File: src/rtl/pixel_pkg.sv
// pixel_pkg
// Shared types and helpers for the pixel SRAM burst engine.
//   burst_state_t : controller state encoding (IDLE, READ, WRITE, DONE)
//   grey_of()     : RGB -> greyscale conversion. Components are passed
//                   zero-extended to GREY_MAX_BITS so one function serves
//                   every PIX_BITS up to GREY_MAX_BITS; the caller truncates
//                   the result to its own pixel width.
package pixel_pkg;

    typedef enum logic [1:0] {
        IDLE  = 2'd0,
        READ  = 2'd1,
        WRITE = 2'd2,
        DONE  = 2'd3
    } burst_state_t;

    localparam int GREY_MAX_BITS = 16;

    // rgb = {R, G, B}, each GREY_MAX_BITS wide.
    // grey ~= 0.332 * (R+G+B) using four shifted copies of the sum.
    function automatic logic [GREY_MAX_BITS+1:0] grey_of(
        input logic [3*GREY_MAX_BITS-1:0] rgb
    );
        logic [GREY_MAX_BITS+1:0] s;
        s = {2'b00, rgb[3*GREY_MAX_BITS-1:2*GREY_MAX_BITS]}
          + {2'b00, rgb[2*GREY_MAX_BITS-1:GREY_MAX_BITS]}
          + {2'b00, rgb[GREY_MAX_BITS-1:0]};
        return (s >> 2) + (s >> 4) + (s >> 6) + (s >> 8);
    endfunction

endpackage

File: src/rtl/flex_counter.sv
// flex_counter
// Wrapping up-counter used as a wait-state timer.
//   clk, n_rst     : clock, asynchronous active-low reset
//   clear          : synchronous clear to 0 (wins over count_enable)
//   count_enable   : advance by one per cycle
//   rollover_val   : last value before wrapping back to 0
//   rollover_flag  : high in the cycle the counter sits at rollover_val
//                    while enabled (i.e. the last cycle of a period)
module flex_counter #(
    parameter int NUM_CNT_BITS = 4
) (
    input  logic                    clk,
    input  logic                    n_rst,
    input  logic                    clear,
    input  logic                    count_enable,
    input  logic [NUM_CNT_BITS-1:0] rollover_val,
    output logic                    rollover_flag
);

    logic [NUM_CNT_BITS-1:0] count_q;

    always_ff @(posedge clk, negedge n_rst) begin
        if (!n_rst) begin
            count_q <= '0;
        end else if (clear) begin
            count_q <= '0;
        end else if (count_enable) begin
            if (count_q == rollover_val) begin
                count_q <= '0;
            end else begin
                count_q <= count_q + 1'b1;
            end
        end
    end

    assign rollover_flag = count_enable && (count_q == rollover_val);

endmodule

File: src/rtl/pixel_burst_engine.sv
// pixel_burst_engine
// On start, reads rd_count RGB words from SRAM starting at rd_base, stores
// the greyscale of each in rd_pixels, then writes wr_count greyscale pixels
// (replicated into R, G and B) starting at wr_base. Every SRAM word access
// is held for WAIT_CYCLES cycles.
// Ports:
//   clk, n_rst            : clock, asynchronous active-low reset
//   start                 : request, accepted only in IDLE
//   rd_base, wr_base      : first read / write address
//   rd_count, wr_count    : words to read / write (> MAX_BURST -> err)
//   wr_pixels             : pixels to write, sampled live during WRITE
//   rd_pixels             : greyscale results of the read phase
//   busy, done, err       : status; done is a one-cycle pulse, err valid with done
//   sram_addr/wdata/rdata : SRAM bus
//   sram_re, sram_we      : SRAM strobes, mutually exclusive
// All outputs are registered.
module pixel_burst_engine
    import pixel_pkg::*;
#(
    parameter  int ADDR_BITS   = 16,
    parameter  int PIX_BITS    = 8,
    parameter  int MAX_BURST   = 20,
    parameter  int WAIT_CYCLES = 9,
    localparam int CNT_BITS    = $clog2(MAX_BURST + 1)
) (
    input  logic                               clk,
    input  logic                               n_rst,
    input  logic                               start,
    input  logic [ADDR_BITS-1:0]               rd_base,
    input  logic [ADDR_BITS-1:0]               wr_base,
    input  logic [CNT_BITS-1:0]                rd_count,
    input  logic [CNT_BITS-1:0]                wr_count,
    input  logic [MAX_BURST-1:0][PIX_BITS-1:0] wr_pixels,
    output logic [MAX_BURST-1:0][PIX_BITS-1:0] rd_pixels,
    output logic                               busy,
    output logic                               done,
    output logic                               err,
    output logic [ADDR_BITS-1:0]               sram_addr,
    output logic [3*PIX_BITS-1:0]              sram_wdata,
    input  logic [3*PIX_BITS-1:0]              sram_rdata,
    output logic                               sram_re,
    output logic                               sram_we
);

    localparam int WAIT_BITS = $clog2(WAIT_CYCLES + 1);

    burst_state_t                        state_q, state_d;
    logic [ADDR_BITS-1:0]                wr_base_q;
    logic [CNT_BITS-1:0]                 rd_cnt_q, wr_cnt_q;
    logic [CNT_BITS-1:0]                 word_q, word_d;
    logic [ADDR_BITS-1:0]                addr_q, addr_d;
    logic [3*PIX_BITS-1:0]               wdata_q, wdata_d;
    logic                                re_q, re_d, we_q, we_d;
    logic                                busy_q, busy_d, done_q, done_d;
    logic                                err_q, err_d;
    logic [MAX_BURST-1:0][PIX_BITS-1:0]  rd_pix_q;
    logic                                tick;
    logic                                in_phase;
    logic [PIX_BITS-1:0]                 wr_pix_sel;
    logic [PIX_BITS-1:0]                 grey_now;

    assign in_phase = (state_q == READ) || (state_q == WRITE);

    // Wait-state timer; restarted whenever the state changes so each phase
    // starts its first word with a full window.
    flex_counter #(
        .NUM_CNT_BITS (WAIT_BITS)
    ) u_wait_timer (
        .clk           (clk),
        .n_rst         (n_rst),
        .clear         (state_d != state_q),
        .count_enable  (in_phase),
        .rollover_val  (WAIT_BITS'(WAIT_CYCLES - 1)),
        .rollover_flag (tick)
    );

    // Requires PIX_BITS <= GREY_MAX_BITS; sum fits in PIX_BITS+2 bits and the
    // ~0.332 weighting keeps the result inside PIX_BITS.
    assign grey_now = PIX_BITS'(grey_of({
        GREY_MAX_BITS'(sram_rdata[3*PIX_BITS-1:2*PIX_BITS]),
        GREY_MAX_BITS'(sram_rdata[2*PIX_BITS-1:PIX_BITS]),
        GREY_MAX_BITS'(sram_rdata[PIX_BITS-1:0])}));

    // Pixel for the word that will be on the bus next cycle.
    always_comb begin
        wr_pix_sel = '0;
        for (int k = 0; k < MAX_BURST; k++) begin
            if (word_d == CNT_BITS'(k)) begin
                wr_pix_sel = wr_pixels[k];
            end
        end
    end

    always_comb begin
        state_d = state_q;
        word_d  = word_q;
        addr_d  = addr_q;
        err_d   = err_q;
        case (state_q)
            IDLE: begin
                if (start) begin
                    word_d = '0;
                    err_d  = 1'b0;
                    if (rd_count > CNT_BITS'(MAX_BURST) || wr_count > CNT_BITS'(MAX_BURST)) begin
                        state_d = DONE;
                        err_d   = 1'b1;
                    end else if (rd_count != '0) begin
                        state_d = READ;
                        addr_d  = rd_base;
                    end else if (wr_count != '0) begin
                        state_d = WRITE;
                        addr_d  = wr_base;
                    end else begin
                        state_d = DONE;
                    end
                end
            end
            READ: begin
                if (tick) begin
                    if (word_q == rd_cnt_q - CNT_BITS'(1)) begin
                        word_d = '0;
                        if (wr_cnt_q != '0) begin
                            state_d = WRITE;
                            addr_d  = wr_base_q;
                        end else begin
                            state_d = DONE;
                        end
                    end else begin
                        word_d = word_q + CNT_BITS'(1);
                        addr_d = addr_q + ADDR_BITS'(1);
                    end
                end
            end
            WRITE: begin
                if (tick) begin
                    if (word_q == wr_cnt_q - CNT_BITS'(1)) begin
                        word_d  = '0;
                        state_d = DONE;
                    end else begin
                        word_d = word_q + CNT_BITS'(1);
                        addr_d = addr_q + ADDR_BITS'(1);
                    end
                end
            end
            DONE: begin
                state_d = IDLE;
            end
            default: begin
                state_d = IDLE;
            end
        endcase

        // Outputs are registered from the next state so strobes fall in the
        // same cycle the state leaves a phase.
        re_d    = (state_d == READ);
        we_d    = (state_d == WRITE);
        busy_d  = (state_d != IDLE);
        done_d  = (state_d == DONE);
        wdata_d = wdata_q;
        if (state_d == WRITE) begin
            wdata_d = {3{wr_pix_sel}};
        end
    end

    always_ff @(posedge clk, negedge n_rst) begin
        if (!n_rst) begin
            state_q   <= IDLE;
            wr_base_q <= '0;
            rd_cnt_q  <= '0;
            wr_cnt_q  <= '0;
            word_q    <= '0;
            addr_q    <= '0;
            wdata_q   <= '0;
            re_q      <= 1'b0;
            we_q      <= 1'b0;
            busy_q    <= 1'b0;
            done_q    <= 1'b0;
            err_q     <= 1'b0;
        end else begin
            state_q <= state_d;
            word_q  <= word_d;
            addr_q  <= addr_d;
            wdata_q <= wdata_d;
            re_q    <= re_d;
            we_q    <= we_d;
            busy_q  <= busy_d;
            done_q  <= done_d;
            err_q   <= err_d;
            if (state_q == IDLE && start) begin
                wr_base_q <= wr_base;
                rd_cnt_q  <= rd_count;
                wr_cnt_q  <= wr_count;
            end
        end
    end

    // Capture at the edge that ends the current read word's window.
    always_ff @(posedge clk, negedge n_rst) begin
        if (!n_rst) begin
            rd_pix_q <= '0;
        end else if (state_q == READ && tick) begin
            for (int k = 0; k < MAX_BURST; k++) begin
                if (word_q == CNT_BITS'(k)) begin
                    rd_pix_q[k] <= grey_now;
                end
            end
        end
    end

    assign rd_pixels  = rd_pix_q;
    assign busy       = busy_q;
    assign done       = done_q;
    assign err        = err_q;
    assign sram_addr  = addr_q;
    assign sram_wdata = wdata_q;
    assign sram_re    = re_q;
    assign sram_we    = we_q;

endmodule

File: config.mk
export PLATFORM = sky130hd
export DESIGN_NAME = pixel_burst_engine
export DESIGN_NICKNAME = d
export VERILOG_FILES = /design/src/rtl/pixel_pkg.sv /design/src/rtl/flex_counter.sv /design/src/rtl/pixel_burst_engine.sv
export SDC_FILE = /design/constraint.sdc
export NUM_CORES = 1
export LEC_CHECK = 0
export BUFFER_PORTS_ARGS = -buffer_cell sky130_fd_sc_hd__buf_2
export CAP_MARGIN = 20
export CORE_MARGIN = 2
export CORE_UTILIZATION = 38
export CTS_CLUSTER_SIZE = 40
export DETAILED_ROUTE_END_ITERATION = 10
export HOLD_SLACK_MARGIN = 0.12
export PLACE_DENSITY = 0.75
export REMOVE_ABC_BUFFERS = 1
export SLEW_MARGIN = 20
export SYNTH_ARGS = -nofsm -noshare
export SYNTH_HDL_FRONTEND = slang
export SYNTH_SLANG_ARGS = --single-unit
File: constraint.sdc
create_clock -name clk -period 4.35 [get_ports clk]
set_input_delay 1.0875 -clock clk [delete_from_list [all_inputs] [get_ports clk]]
set_output_delay 1.0875 -clock clk [all_outputs]
set_load 0.01 [all_outputs]
==> out/summary.txt, run 1 <==
first-pass GRT wire length - 71.4 mm
fillers - 2920
layout cell share with drive strength beyond 1 - 47.1%
HP Class - flip-flop to flip-flop
FMAX - 180 MHz
port bufs - 433
CP endpoint kind - flip-flop
clock slew at reported path FFs - 60 ps
Finished Layout Cells - 2261
Horiz. Die Dim - 188 microns
final hold vios - 0
CTS Buffer Depth - 3
Die Y - 188 microns
WHS - 473 ps
Initial Util - 38.4%
critical path class - primary input to flip-flop
Layout area overhead - 38.9%
Tmin final - 5550 ps
final setup fails - 124
max_cap viols - 0
WP data required - 4730 ps
H-tree depth reported by CTS - 1
CP Launch Type - primary input
CTS root buf - clkbuf_16
I/O pin count - 434
via count - 12300
vias in the first global route - 12700
Starting DRT DRC Count - 526
Synth async-reset ratio - 100%
final critical-path share of the clock period - 127%
Pwr per Cell Area - 946 mW/mm^2
setup_tns - -101650 ps
Num CTS Buffers - 24
setup ws final - -1200 ps
Placed Instances - 2176
status - complete, but fails checks
num rows - 67
Mapped Cells - 1329
Synth Area per Inst - 9.68 sq um
Yosys reg bits - 226
Seq. cell area - 0.00566 sq mm
worst hold stages - 2
failing checks - setup timing
die area - 0.0353 sq mm
DRC violations left - 0
# nets final - 2067
final WL - 46.5 mm
TritonRoute pass-1 iters - 5
via/cell ratio - 5.46
Overflow after GRT - 0
HPWL Detailed - 32.8 mm
Worst R2R Path Depth - 13
Final Skew - 49.4 ps
Detail Route Antenna Nets - 0
Synth warnings - 0
clk_lat worst skew - 560 ps
Yosys cell types - 97
sequential area share after synthesis - 44.0%
Hold Buf Count CTS - 0
Slew @ Worst Pin - 841 ps
Post-synth EDFFs - 0
antenna violations before repair - 6
Synth Cell Area - 0.0129 sq mm
main flop type after synthesis - dfrtp_1
RSZ-0062 raised after global routing - true
RePlAce Congestion - 0.911
Rel. slew slack - 43.9%
Worst Path Arrival - 5920 ps
largest net degree at the start of global routing - 112
per-cell routed wire length - 20.6 microns
gr usage total - 25.5%
CTS tree - built
Clock Sinks - 226
worst-path fanout max - 8
multi-input combinational cell area - 0.00720 sq mm
Core Area - 0.0334 sq mm
Max IR drop VDD - 1.00 mV
final slew viol count - 0
LEAKAGE - 8.13 nW
==> worst paths after layout <==
check	to	slack, ps	startpoint
setup / recovery	rd_pixels[119]	-1200	sram_rdata[9]
hold / removal	rd_pixels[149]	470	rd_pixels[149]
min in group asynchronous	rd_pixels[96]	600	n_rst
setup reg to reg	sram_wdata[22]	180	state_q[0]
hold reg to reg	rd_pixels[149]	470	rd_pixels[149]
max in group asynchronous	sram_we	2820	n_rst
==> repair_timing <==
action,CTS,global route
pin swaps,83,46
hold endpoints to repair,0,0
gates resized for setup,236,80
setup endpoints to repair,143,147
buffers inserted,26,8
cloned,12,0
==> cells in the final DEF (no fill, tap or decap), drive strengths merged, types with 5 or more instances in the layout <==
cell	instances
xnor2	21
o22ai	9
mux2i	25
nor2	34
nor2b	8
diode	6
o31ai	5
xor2	17
o21a	5
buf	538
o211ai	8
inv	39
o21ai	175
a221oi	8
nor3	13
and2	14
o21bai	9
a21oi	51
dfrtp	226
fa	14
a22oi	15
nand2b	5
nand2	230
mux2	90
a31oi	8
a21o	9
nand3	29
clkbuf	28
a211oi	13
ha	35
nand4	11
clkinv	10
and3	11
==> registers in the layout (all words and copies together), names as in the netlist, 2 cells and up <==
register              count
wr_base_q                16
rd_pixels               160
state_q                   2
rd_cnt_q                  5
word_q                    5
wr_cnt_q                  5
sram_addr                16
sram_wdata                8
u_wait_timer.count_q      4
==> synthesized netlist by cell type, types with 5 or more instances <==
master,n,area [sq um]
dfrtp_1,226,5660
and2_1,12,75.1
nor3_1,12,60.1
nand3_1,27,135
a31oi_1,8,50.1
buf_6,7,78.8
inv_1,34,128
ha_1,35,438
a211oi_1,12,90.1
nand2b_1,5,31.3
o21bai_1,8,60.1
a21oi_1,51,255
mux2i_1,25,250
mux2_2,90,1010
nor2b_1,8,50.1
buf_4,19,143
a221oi_1,5,43.8
xnor2_1,21,184
clkbuf_1,54,203
fa_1,14,280
buf_2,21,105
o21ai_0,170,851
nor2_1,32,120
o211ai_1,7,52.6
and3_1,11,68.8
a22oi_1,14,105
nand2_1,228,856
o21a_1,5,37.5
a21o_1,9,67.6
nand4_1,11,68.8
xor2_1,17,149
o22ai_1,9,56.3
==> layer usage <==
layer  global-route usage (%)  up-vias  share of wire, %
li1                         -     5696                 -
met1                     31.0     6044                39
met2                     45.9      525                51
met3                     3.72       84               6.8
met4                     9.27        0               3.6
met5                        0        -                 0
==> kinds of logic after synthesis <==
kind of cell             count (synthesis)  share of synthesized area (%)
buffers and inverters                  144                           5.52
multiplexers                           115                           9.83
AND/OR/NAND/NOR                        380                           13.6
XOR/XNOR                                38                           2.59
adder cells (fa/ha/maj)                 49                           5.58
AO/OA/AOI/OAI                          377                           18.9
flip-flops                             226                           44.0
==> where the power goes <==
group | internal, mW | switching, mW | total [mW] | leakage, nW
registers | 2.40 | 0.199 | 2.60 | 2.36
logic | 6.24 | 5.92 | 12.2 | 5.38
clock network | 1.24 | 0.906 | 2.14 | 0.399
total | 9.88 | 7.02 | 16.9 | 8.13
==> cell type report <==
type | count | share of cell area (%)
inverters | 40 | 0.897
well taps | 448 | 3.14
clock buffers | 28 | 3.56
flip-flops and latches | 226 | 31.7
clock inverters | 16 | 1.11
repair buffers | 538 | 19.2
multi-input cells | 959 | 40.3
diodes | 6 | 0.0841
==> stage by stage <==
step / utilization (%) / area (sq um) / total power [mW] / setup WS, ps
floorplan: - / 12300 / 4.90 / -1810
global placement: 47.1 / 15800 / 8.46 / -1690
detailed placement: 47.1 / 15800 / 8.56 / -1830
CTS: 52.8 / 17700 / 17.0 / -1130
global route: 53.4 / 17900 / 17.6 / -1390
finish: 53.4 / 17900 / 16.9 / -1200
==> worst max-delay path: stages <==
cell,delay [ps]
buf_2,110
fa_1,440
nor2b_4,150
fa_2,370
a21o_1,180
a21oi_2,160
o21bai_1,90
a21oi_2,200
xnor2_2,150
inv_2,70
fa_1,490
fa_1,560
inv_2,50
ha_4,160
inv_2,60
fa_2,210
inv_2,40
a21oi_2,120
o21bai_1,100
a21o_1,210
a21oi_2,190
xor2_2,190
xnor2_2,150
buf_6,160
buf_12,140
o21ai_2,60
Note: power is estimated with default switching activity, not from simulation.
==> inputs of run 2 (changes only) <==
--- a/config.mk
+++ b/config.mk
@@ -13,6 +13,7 @@
 export DETAILED_ROUTE_END_ITERATION = 10
 export HOLD_SLACK_MARGIN = 0.12
 export PLACE_DENSITY = 0.75
+export RECOVER_POWER = 25
 export REMOVE_ABC_BUFFERS = 1
 export SLEW_MARGIN = 20
 export SYNTH_ARGS = -nofsm -noshare
==> run 2 against run 1 <==
Net effect: setup slack hardly changed; largest cell class unchanged; largest power group unchanged; the flow finishes with violations (capacitance limit, slew limit, setup timing); final cell count is the same; sequential cell count unchanged; sequential power about the same; first-iteration DRC count rose by 0.76%; clock power hardly changed; critical path depth unchanged.
==> out/summary.txt, run 2 (synthesis gave the netlist of run 1 again) <==
status - complete, but fails checks (unchanged)
failing checks - capacitance limit, slew limit, setup timing (was setup timing)
CTS root buf - clkbuf_16 (unchanged)
FMAX - 180 MHz (about the same)
clock slew at reported path FFs - 60 ps (about the same)
Num CTS Buffers - 24 (unchanged)
via/cell ratio - 5.46 (unchanged)
Layout area overhead - 38.7% (was 38.9%)
Max IR drop VDD - 1.00 mV (about the same)
RePlAce Congestion - 0.911 (unchanged)
Overflow after GRT - 0 (unchanged)
R2R Setup Slk - 180 ps (about the same)
HP Class - flip-flop to flip-flop (unchanged)
placement-stage cell area - 0.0158 sq mm (unchanged)
Setup WS pre-CTS - -1830 ps (unchanged)
clk_lat worst skew - 560 ps (about the same)
LEAKAGE - 8.12 nW (was 8.13 nW)
Core Area - 0.0334 sq mm (unchanged)
R2R Path Start - state_q[0] (unchanged)
Worst R2R Path Depth - 13 (unchanged)
HPWL Detailed - 32.8 mm (unchanged)
RSZ-0062 raised after global routing - true (unchanged)
Pwr per Cell Area - 948 mW/mm^2 (was 946 mW/mm^2)
# nets final - 2067 (unchanged)
worst hold stages - 2 (unchanged)
per-cell routed wire length - 20.6 microns (about the same)
first-pass GRT wire length - 71.4 mm (unchanged)
TritonRoute pass-1 iters - 5 (unchanged)
Horiz. Die Dim - 188 microns (unchanged)
num rows - 67 (unchanged)
Clock Sinks - 226 (unchanged)
Slew @ Worst Pin - 2770 ps (was 841 ps)
Die Y - 188 microns (unchanged)
worst-path fanout max - 8 (unchanged)
final slew viol count - 111 (was 0)
WP data required - 4730 ps (about the same)
gr usage total - 25.5% (unchanged)
critical path class - primary input to flip-flop (unchanged)
layout cell share with drive strength beyond 1 - 47.1% (unchanged)
Initial Util - 38.4% (unchanged)
CP Launch Type - primary input (unchanged)
Detail Route Antenna Nets - 0 (unchanged)
final critical-path share of the clock period - 127% (about the same)
Starting DRT DRC Count - 530 (was 526)
RR Endpoint - sram_wdata[22] (unchanged)
max_cap viols - 1 (was 0)
CTS tree - built (unchanged)
Rel. slew slack - -84.6% (was 43.9%)
vias in the first global route - 12700 (unchanged)
Tmin final - 5550 ps (about the same)
via count - 12300 (unchanged)
setup ws final - -1200 ps (about the same)
CTS Buffer Depth - 3 (unchanged)
port bufs - 433 (unchanged)
max FFs per register - 160 (unchanged)
die area - 0.0353 sq mm (unchanged)
final setup fails - 124 (unchanged)
final hold vios - 0 (unchanged)
largest net degree at the start of global routing - 112 (unchanged)
DRC violations left - 0 (unchanged)
most frequent cells in the layout - buf_2, nand2_1, dfrtp_1 (unchanged)
final WL - 46.5 mm (about the same)
HP Start - rd_pixels[149] (unchanged)
commonest non-fill, non-tap cell in the layout - buf_2 (unchanged)
CP endpoint kind - flip-flop (unchanged)
final core utilization - 53.3% (was 53.4%)
antenna violations before repair - 6 (unchanged)
Hold EP - rd_pixels[149] (unchanged)
I/O pin count - 434 (unchanged)
Final Skew - 50.1 ps (was 49.4 ps)
H-tree depth reported by CTS - 1 (unchanged)
Worst Path Arrival - 5920 ps (about the same)
design area - 0.0178 sq mm (was 0.0179 sq mm)
run 2: cell count changes in the layout (fill, tap and decap cells not counted):
cell | before | now
buf_12 | 19 | 18
clkbuf_2 | 0 | 1
buf_8 | 3 | 2
buf_2 | 431 | 432
run 2: report_power, final:
group | leakage [nW] | internal [mW] | total, mW | switching [mW]
logic | 5.37 | 6.24 | 12.2 | 5.92
registers | 2.36 | 2.40 | 2.60 | 0.199
clock network | 0.399 | 1.24 | 2.15 | 0.906
total | 8.12 | 9.88 | 16.9 | 7.02
run 2: worst max-delay path by stage:
| stage | from | end | slack [ps] | depth (start not counted) |
|---|---|---|---|---|
| 6_report | sram_rdata[9] | rd_pixels[119] | -1200 | 26 |
| 5_1_grt | sram_rdata[17] | rd_pixels[119] | -1390 | 26 |
| 4_1_cts | sram_rdata[17] | rd_pixels[119] | -1130 | 26 |
| 3_5_place_dp | sram_rdata[1] | rd_pixels[23] | -1830 | 25 |
| 3_3_place_gp | sram_rdata[1] | rd_pixels[103] | -1690 | 25 |
| 2_1_floorplan | sram_rdata[1] | rd_pixels[103] | -1810 | 23 |
run 2: critical path, cell delays in order:
cell and delay (ps):
buf_2 110, fa_1 440, nor2b_4 150, fa_2 370, a21o_1 180, a21oi_2 160
o21bai_1 90, a21oi_2 200, xnor2_2 150, inv_2 70, fa_1 490, fa_1 560
inv_2 50, ha_4 160, inv_2 60, fa_2 210, inv_2 40, a21oi_2 120
o21bai_1 100, a21o_1 210, a21oi_2 190, xor2_2 190, xnor2_2 150, buf_6 160
buf_12 140, o21ai_2 60
run 2: timing repair:
| item | in CTS | in global routing |
|---|---|---|
| gates cloned | 12 | 0 |
| setup endpoints to repair | 143 | 147 |
| buffers inserted | 26 | 8 |
| hold buffers | 0 | 0 |
| pin swaps | 83 | 46 |
| gates resized for setup | 236 | 80 |
run 2: final cells by class:
type | instances | area [sq um]
Tap cell | 448 | 561
Sequential cell | 226 | 5660
Timing Repair Buffer | 538 | 3410
Clock buffer | 28 | 636
Inverter | 40 | 160
Antenna cell | 6 | 15.0
Multi-Input combinational cell | 959 | 7200
Fill cell | 2923 | 15600
Clock inverter | 16 | 198
run 2: layer usage:
metal  vias to the layer above  track usage, %  share of wire, %
met3                        84            3.72               6.8
li1                       5696               -                 -
met1                      6044            31.0                39
met5                         -               0                 0
met4                         0            9.27               3.6
met2                       525            45.9                51
run 2: per-stage QoR:
stage | setup TNS (ps) | cells | hold slack, ps | total power, mW
finish | -101590 | 2261 | 473 | 16.9
CTS | -88570 | 2255 | 474 | 17.0
global route | -134270 | 2260 | 493 | 17.6
floorplan | -155990 | 1225 | 474 | 4.90
detailed placement | -185320 | 2176 | 465 | 8.56
global placement | -166480 | 2176 | 456 | 8.46
==> inputs of run 3 (changes only) <==
--- a/config.mk
+++ b/config.mk
@@ -5,14 +5,14 @@
 export SDC_FILE = /design/constraint.sdc
 export NUM_CORES = 1
 export LEC_CHECK = 0
+export ABC_AREA = 1
 export BUFFER_PORTS_ARGS = -buffer_cell sky130_fd_sc_hd__buf_2
 export CAP_MARGIN = 20
 export CORE_MARGIN = 2
 export CORE_UTILIZATION = 38
 export CTS_CLUSTER_SIZE = 40
 export DETAILED_ROUTE_END_ITERATION = 10
-export HOLD_SLACK_MARGIN = 0.12
-export PLACE_DENSITY = 0.75
+export PLACE_DENSITY = 0.76
 export RECOVER_POWER = 25
 export REMOVE_ABC_BUFFERS = 1
 export SLEW_MARGIN = 20
==> run 3 against run 2 <==
Net effect: the flow still finishes with violations (capacitance limit, slew limit, setup timing); maximum frequency rose by 8.7%; sequential cell count unchanged; clock power is essentially flat; combinational power down 17%; routed wire length shrank 6.9%; register-to-register slack improved by 310 ps; largest cell class unchanged; largest power group unchanged; highest routed layer unchanged.
==> out/summary.txt, run 3 <==
fillers - 2988 (was 2923)
Worst R2R Path Depth - 29 (was 13)
Clock power frac - 14.4% (was 12.7%)
Initial Util - 38.6% (was 38.4%)
port bufs - 433 (unchanged)
Clock Sinks - 226 (unchanged)
Mapped Cells - 1559 (was 1329)
antenna violations before repair - 5 (was 6)
H-tree depth reported by CTS - 1 (unchanged)
Starting DRT DRC Count - 860 (was 530)
TritonRoute pass-1 iters - 7 (was 5)
area share of the largest cell type after synthesis - 46.5% (was 44.0%)
Final Skew - 15.5 ps (was 50.1 ps)
max_cap viols - 1 (unchanged)
failing checks - capacitance limit, slew limit, setup timing (unchanged)
CTS Buffer Depth - 3 (unchanged)
gr usage total - 24.4% (was 25.5%)
HP Class - flip-flop to flip-flop (unchanged)
placement-stage cell area - 0.0150 sq mm (was 0.0158 sq mm)
Synth Cell Area - 0.0122 sq mm (was 0.0129 sq mm)
RSZ-0062 raised after global routing - true (unchanged)
combinational family with the most area after synthesis - simple AND/OR/NAND/NOR gates (was compound AO/OA/AOI/OAI gates)
Worst Path Arrival - 5480 ps (was 5920 ps)
via count - 12400 (was 12300)
design area - 0.0165 sq mm (was 0.0178 sq mm)
vias in the first global route - 11800 (was 12700)
worst hold stages - 2 (unchanged)
Layout area overhead - 35.5% (was 38.7%)
multi-input combinational cell area - 0.00594 sq mm (was 0.00720 sq mm)
max FFs per register - 160 (unchanged)
main flop type after synthesis - dfrtp_1 (unchanged)
mux cell area share after synthesis - 0% (was 9.83%)
Yosys top cell by area - dfrtp_1 (unchanged)
status - complete, but fails checks (unchanged)
num rows - 65 (was 67)
Detail Route Antenna Nets - 0 (unchanged)
Horiz. Die Dim - 183 microns (was 188 microns)
final slew viol count - 117 (was 111)
Overflow after GRT - 0 (unchanged)
CTS tree - built (unchanged)
Synth async-reset ratio - 100% (unchanged)
Pwr Total - 14.8 mW (was 16.9 mW)
layout cell share with drive strength beyond 1 - 33.0% (was 47.1%)
XOR/XNOR share of the synthesized area - 1.58% (was 2.59%)
Int Power - 7.93 mW (was 9.88 mW)
via/cell ratio - 5.11 (was 5.46)
per-cell routed wire length - 17.8 microns (was 20.6 microns)
commonest non-fill, non-tap cell in the layout - nand2_1 (was buf_2)
Pwr per Cell Area - 897 mW/mm^2 (was 948 mW/mm^2)
LEAKAGE - 8.29 nW (was 8.12 nW)
sequential power share - 17.6% (was 15.4%)
compound-gate portion of the synthesized area - 13.2% (was 18.9%)
critical path class - primary input to flip-flop (unchanged)
top cells by count, synth - nand2_1, o21ai_0, dfrtp_1 (was nand2_1, dfrtp_1, o21ai_0)
CP Launch Type - primary input (unchanged)
final core utilization - 52.2% (was 53.3%)
Yosys cell types - 44 (was 97)
final hold vios - 0 (unchanged)
Synth Area in Adders - 5.90% (was 5.58%)
DRC violations left - 0 (unchanged)
combinational share of power - 68.0% (was 71.9%)
# nets final - 2291 (was 2067)
WP data required - 4720 ps (was 4730 ps)
Core Area - 0.0316 sq mm (was 0.0334 sq mm)
clk_lat worst skew - 530 ps (was 560 ps)
RePlAce Congestion - 0.952 (was 0.911)
Post-synth EDFFs - 0 (unchanged)
Rel. slew slack - -94.3% (was -84.6%)
sequential area share after synthesis - 46.5% (was 44.0%)
most frequent cells in the layout - nand2_1, buf_2, dfrtp_1 (was buf_2, nand2_1, dfrtp_1)
largest cells by area after synthesis - dfrtp_1, nand2_1, o21ai_0 (was dfrtp_1, mux2_2, nand2_1)
Synth Area per Inst - 7.80 sq um (was 9.68 sq um)
clock slew at reported path FFs - 60 ps (about the same)
Synth warnings - 0 (unchanged)
largest net degree at the start of global routing - 117 (was 112)
sw power - 6.85 mW (was 7.02 mW)
final WL - 43.3 mm (was 46.5 mm)
Switching Share - 46.4% (was 41.5%)
Num CTS Buffers - 24 (unchanged)
final setup fails - 120 (was 124)
most numerous cell in the Yosys netlist - nand2_1 (unchanged)
Slew @ Worst Pin - 2920 ps (was 2770 ps)
Yosys reg bits - 226 (unchanged)
Tmin final - 5100 ps (was 5550 ps)
first-pass GRT wire length - 64.2 mm (was 71.4 mm)
Seq. cell area - 0.00566 sq mm (unchanged)
CTS root buf - clkbuf_16 (unchanged)
I/O pin count - 434 (unchanged)
worst-path fanout max - 20 (was 8)
Setup WS pre-CTS - -1680 ps (was -1830 ps)
HPWL Detailed - 31.4 mm (was 32.8 mm)
setup ws final - -752 ps (was -1200 ps)
Max IR drop VDD - 1.19 mV (was 1.00 mV)
FMAX - 196 MHz (was 180 MHz)
die area - 0.0335 sq mm (was 0.0353 sq mm)
Synth Area in Simple Gates - 25.1% (was 13.6%)
final critical-path share of the clock period - 117% (was 127%)
Die Y - 183 microns (was 188 microns)
setup_tns - -60130 ps (was -101590 ps)
CP endpoint kind - flip-flop (unchanged)
[run 3: cell count changes in the layout (fill, tap and decap cells not counted), sizes merged, moves of 10 or more]
cell    previous run  this run
mux2              90         0
o21ai            175       230
nand4             11        35
and3              11         1
mux2i             25         0
a211oi            13         3
a22oi             15         0
nor2              34       135
and2              14         1
nand3             29        60
xnor2             21         7
buf              537       492
inv               39       160
nand2            230       474
[run 3: area by class of cell]
class	instances	share of cell area [%]
clock buffers	32	4.13
inverters	161	3.73
multi-input cells	1102	36.0
diodes	4	0.0607
clock inverters	10	0.858
repair buffers	498	17.8
well taps	402	3.05
flip-flops and latches	226	34.3
[run 3: kinds of logic (layout without fill, tap and decap cells)]
logic type	count (synthesis)	count (layout)
AO/OA/AOI/OAI	305	305
XOR/XNOR	22	22
adder cells (fa/ha/maj)	49	49
buffers and inverters	231	701
flip-flops	226	226
other	0	4
AND/OR/NAND/NOR	726	726
[run 3: per-stage QoR]
step | hold WS (ps) | instances
final | 480 | 2435
after global routing | 498 | 2435
after CTS | 478 | 2426
after detailed placement | 469 | 2367
after global placement | 460 | 2367
after floorplan | 453 | 1489
[run 3: power by group through the flow]
stage | clock network [mW] | logic [mW] | registers [mW]
finish | 2.12 | 10.1 | 2.61
global route | 2.25 | 10.6 | 2.64
CTS | 2.16 | 8.90 | 2.60
detailed placement | 0 | 6.21 | 2.63
global placement | 0 | 6.10 | 2.63
floorplan | 0 | 2.57 | 2.68
[run 3: timing repair]
action                     4_1_cts  5_1_grt
setup endpoints to repair      140      140
resized for setup              145       51
hold buffers                     0        0
setup buffers                   15        3
pin swaps                        8        4
gates cloned                     5        4
[run 3: per-layer routing]
metal / share of wire [%] / track usage [%] / routed length (microns)
met1: 39 / 29.7 / 16700
met2: 51 / 44.3 / 22200
met3: 6.2 / 2.38 / 2690
met4: 3.9 / 10.0 / 1710
met5: 0 / 0 / 0
[run 3: worst paths after layout]
kind	from	end	slack [ps]
worst min-delay path	rd_pixels[7]	rd_pixels[7]	480
worst max-delay path	sram_rdata[1]	rd_pixels[23]	-750
worst max register to register	wr_cnt_q[0]	sram_wdata[17]	490
min in group asynchronous	n_rst	wr_base_q[12]	1420
worst min register to register	rd_pixels[7]	rd_pixels[7]	480
max in group asynchronous	n_rst	rd_pixels[0]	750
[run 3: critical path: stages]
cell	delay (ps)
buf_6	90
fa_1	480
inv_2	80
nor2_4	40
fa_2	350
a21oi_2	150
o21ai_2	80
a21oi_2	120
nor2_1	60
nor2_2	160
xor2_2	190
fa_1	460
fa_2	550
inv_2	50
ha_4	150
inv_2	70
fa_2	220
o21ai_2	60
a21oi_1	140
nor2_1	50
nor2_1	110
xor2_1	260
xnor2_2	170
buf_12	180
o21ai_0	90
